### config.mk
export PLATFORM = sky130hd
export DESIGN_NAME = encoder42_enable_high_seq
export DESIGN_NICKNAME = d
export VERILOG_FILES = /design/src/rtl/encoder42_enable_high_seq.sv
export SDC_FILE = /design/constraint.sdc
export NUM_CORES = 1
export LEC_CHECK = 0
export CAP_MARGIN = 20
export CORE_AREA = 10 10 47 49
export CTS_CLUSTER_DIAMETER = 50
export CTS_CLUSTER_SIZE = 25
export DETAILED_ROUTE_END_ITERATION = 6
export DIE_AREA = 0 0 57 59
export GPL_TIMING_DRIVEN = 0
export SLEW_MARGIN = 20
export SYNTH_ARGS = -nofsm -noshare
export SYNTH_HDL_FRONTEND = slang
export SYNTH_SLANG_ARGS = --single-unit
### constraint.sdc
create_clock -name clk -period 1.31 [get_ports clk]
set_input_delay 0.262 -clock clk [delete_from_list [all_inputs] [get_ports clk]]
set_output_delay 0.262 -clock clk [all_outputs]
set_load 0.02 [all_outputs]
### src/rtl/encoder42_enable_high_seq.sv
// 4-to-2 request encoder with a pending register, valid/ready drain and an overflow pulse.
// Define ROUND_ROBIN_EN for rotating grant order; the default build uses fixed priority 3>2>1>0.
module encoder42_enable_high_seq (
  input  logic       clk,
  input  logic       rst_n,
  input  logic       e,
  input  logic [3:0] w,
  input  logic       rdy,
  output logic [1:0] y,
  output logic       v,
  output logic       err
);

  localparam int unsigned N  = 4;
  localparam int unsigned YW = 2;

  logic [N-1:0]  p_q, p_d;
  logic [N-1:0]  clr, cap;
  logic [YW-1:0] y_q, y_d;
  logic          v_q, v_d;
  logic          err_q, err_d;

`ifdef ROUND_ROBIN_EN
  logic [YW-1:0] ptr_q, ptr_d;

  // First set bit searching upward from last+1, wrapping modulo 4.
  function automatic logic [YW-1:0] grant(input logic [N-1:0] req, input logic [YW-1:0] last);
    logic [YW-1:0] idx;
    logic          found;
    grant = '0;
    found = 1'b0;
    for (int unsigned k = 1; k <= N; k++) begin
      idx = last + YW'(k);
      if (!found && req[idx]) begin
        grant = idx;
        found = 1'b1;
      end
    end
  endfunction
`else
  function automatic logic [YW-1:0] grant(input logic [N-1:0] req);
    if (req[3])      grant = 2'd3;
    else if (req[2]) grant = 2'd2;
    else if (req[1]) grant = 2'd1;
    else             grant = 2'd0;
  endfunction
`endif

  // Outputs are precomputed from next pending state so y/v never see w or e combinationally.
  always_comb begin
    cap   = e ? w : '0;
    clr   = (v_q && rdy) ? (N'(1) << y_q) : '0;
    p_d   = (p_q & ~clr) | cap;
    err_d = |(cap & p_q & ~clr);
    v_d   = |p_d;
`ifdef ROUND_ROBIN_EN
    ptr_d = (v_q && rdy) ? y_q : ptr_q;
    y_d   = grant(p_d, ptr_d);
`else
    y_d   = grant(p_d);
`endif
  end

  always_ff @(posedge clk or negedge rst_n) begin
    if (!rst_n) begin
      p_q   <= '0;
      y_q   <= '0;
      v_q   <= 1'b0;
      err_q <= 1'b0;
`ifdef ROUND_ROBIN_EN
      ptr_q <= 2'b11;
`endif
    end else begin
      p_q   <= p_d;
      y_q   <= y_d;
      v_q   <= v_d;
      err_q <= err_d;
`ifdef ROUND_ROBIN_EN
      ptr_q <= ptr_d;
`endif
    end
  end

  assign y   = y_q;
  assign v   = v_q;
  assign err = err_q;

endmodule

==> out/results.ini <==
[status]
status=finished clean

[drt]
wl_um=914
drc=0
vias_per_cell=5.138
drt_first_pass_iters=4
vias=334
drtAntennaViolNets=0
drt-initial-drc-count=6
wl_per_cell_um=14.06

[cts]
cts.path.max_buffers=2
cts_buffers=3
cts-root-buf=clkbuf_4
cts.clk_slew.worst_paths_ns=0.05
cts_tree=yes
clkLatencyLatePin_ns=0.25
htreeDepth=1
cts_sinks=8

[sta]
fin_skew_ns=0.006391
fin_crit_ns=1.271
setup_viol=0
max_slew_margin_pct=76.16
holdWs_ns=0.2830
hold_violations=0
maxSlewViolCount=0
rsz0062_at_grt=yes
worst_pin_slew_ns=0.3565
final.setup.worst_slack_ns=0.03926
period_share_pct=97.00
max_freq_mhz=786.9

[grt]
grt_pass1_vias=343
antenna_found_initial=0
use_met3_pct=4.077
grt_pass1_wl_um=1497
grt_use_met1_pct=6.024
grt_start_max_net_pins=9
grt_util_met2_pct=9.612
track_usage_pct=5.691
busiest_layer=met2
grt_overflow=0

[floorplanning]
fp.dieW_um=57
dieArea_um2=3363
rows=14
die_y_um=59
core_um2=1401
io-pin-count=12
initial_core_util_pct=26.52

[yosys]
yosys-top-cells-area=dfrtp_1, nand2_1, nand4b_1
ys_seq_area_share_pct=53.87
avgSynthCellArea_um2=11.26
ys.flop_type=dfrtp_1
ys_ff_latch=8
synth_cell_type_count=16
synth-edff-count=0
synth_largest_area_cell=dfrtp_1
netlist_instances=33
synth_top_cell_area_share_pct=53.87
netlist_area_um2=371.6
synth_warnings=0
synth_fp_nets=41
ys_async_sr_fraction_pct=100.0

[worst_setup_path]
startpoint_type=register
crit_path_end_kind=register
path_class=register to register
critPathArrivalTime_ns=1.39
worstPathRequired_ns=1.43
crit_fanout=4

[cells_and_area]
layout.nets=59
fin_util_pct=38.04
drive_gt1_share_pct=24.49
diodes=0
area_growth_pct=43.43

[pwr]
ir_drop_mv=0.8017
powerDensity_nw_per_um2=1769
leakagePower_nw=0.2121

[worst_hold_path]
min_path_type=primary input to asynchronous set/reset pin

[placed_design]
routabilityCongestion=0.7035
portBuffers=11
dp_slack_ns=-0.3076

[run]
max_cap_viol_count=0

## power by group
part | internal [W] | switching (W) | leakage (nW)
combinational | 0.000174 | 0.000183 | 0.117
sequential | 0.000328 | 0.0000720 | 0.0813
clock | 0.000105 | 0.0000804 | 0.0138
total | 0.000607 | 0.000336 | 0.212
## area by class of cell
cell class | count | area (um^2)
clock buffer | 3 | 22.52
fill | 156 | 868.3
inverter | 3 | 11.26
multi-input combinational | 22 | 165.2
sequential | 8 | 201.4
tap | 16 | 20.02
timing repair buffer | 13 | 112.6
## flip-flops by register name, indices dropped and copies added (netlist names)
register,count
y,2
v,1
p_q,4
err,1
## worst max-delay path: stages, from the launching register on
cell      delay (ns)
dfrtp_2         0.42
nand4b_1        0.25
a221oi_2        0.33
nand4_1         0.13
## metrics by stage
| stage | instances | cell area (um^2) | setup TNS (ns) | total power, W |
|---|---|---|---|---|
| floorplan | 33 | 371.6 | 0 | 0.0005934 |
| global placement | 60 | 501.7 | -1.171 | 0.0007324 |
| global route | 65 | 533.0 | -0.06990 | 0.001013 |
| detailed placement | 60 | 501.7 | -1.204 | 0.0007327 |
| finish | 65 | 533.0 | 0 | 0.0009428 |
| CTS | 63 | 520.5 | 0 | 0.0009002 |
## path summary, 6_finish.rpt
check / startpoint / end / slack [ns] / depth (start not counted)
min in group clk: p_q[0]$_DFF_PN0_ / p_q[0]$_DFF_PN0_ / 0.51 / 2
setup / recovery: y[0]$_DFF_PN0_ / v$_DFF_PN0_ / 0.04 / 3
hold / removal: rst_n / y[1]$_DFF_PN0_ / 0.28 / 1
setup reg to reg: y[0]$_DFF_PN0_ / v$_DFF_PN0_ / 0.04 / 3
max in group asynchronous: rst_n / y[0]$_DFF_PN0_ / 0.74 / 1
hold reg to reg: p_q[0]$_DFF_PN0_ / p_q[0]$_DFF_PN0_ / 0.51 / 2
## placed cells by master, fill, tap and decap left out
cell type / Yosys / final
dlygate4sd2_1: 0 / 2
nand2_1: 6 / 6
o21a_1: 1 / 1
a32oi_1: 1 / 1
dfrtp_1: 8 / 7
inv_1: 3 / 3
o211ai_2: 1 / 1
and2_1: 2 / 2
a31oi_1: 1 / 1
o31ai_1: 2 / 2
o211ai_1: 1 / 1
dfrtp_2: 0 / 1
a221oi_2: 1 / 1
nand4_2: 1 / 1
a22oi_2: 0 / 1
a22o_1: 1 / 1
nand4b_1: 2 / 2
buf_4: 0 / 2
clkdlybuf4s50_1: 0 / 6
clkbuf_2: 0 / 2
clkdlybuf4s15_1: 0 / 1
nand4_1: 1 / 1
clkbuf_4: 0 / 3
## layer usage
layer	up-vias	routed length, um	share of wire [%]
li1	159	-	-
met1	164	389	43
met2	11	477	52
met3	0	48	5.3
met4	0	0	0
met5	-	0	0
## repair_timing
item / in CTS / in global routing
gates resized for setup: 7 / 5
endpoints found under the setup margin: 5 / 5
buffers inserted: 0 / 2
pin swaps: 1 / 2
hold buffers: 0 / 0
## synthesized netlist by cell type (2+ instances only)
cell type and instances:
nand4b_1 2, inv_1 3, o31ai_1 2, and2_1 2, nand2_1 6, dfrtp_1 8
## cells by family (layout without fill, tap and decap cells)
group                  count (synthesis)  in the layout  synth area share [%]
buffers and inverters                  3             19                 3.030
flip-flops                             8              8                 53.87
AND/OR/NAND/NOR                       12             12                 19.19
AO/OA/AOI/OAI                         10             10                 23.91
Note: power is estimated with default switching activity, not from simulation.
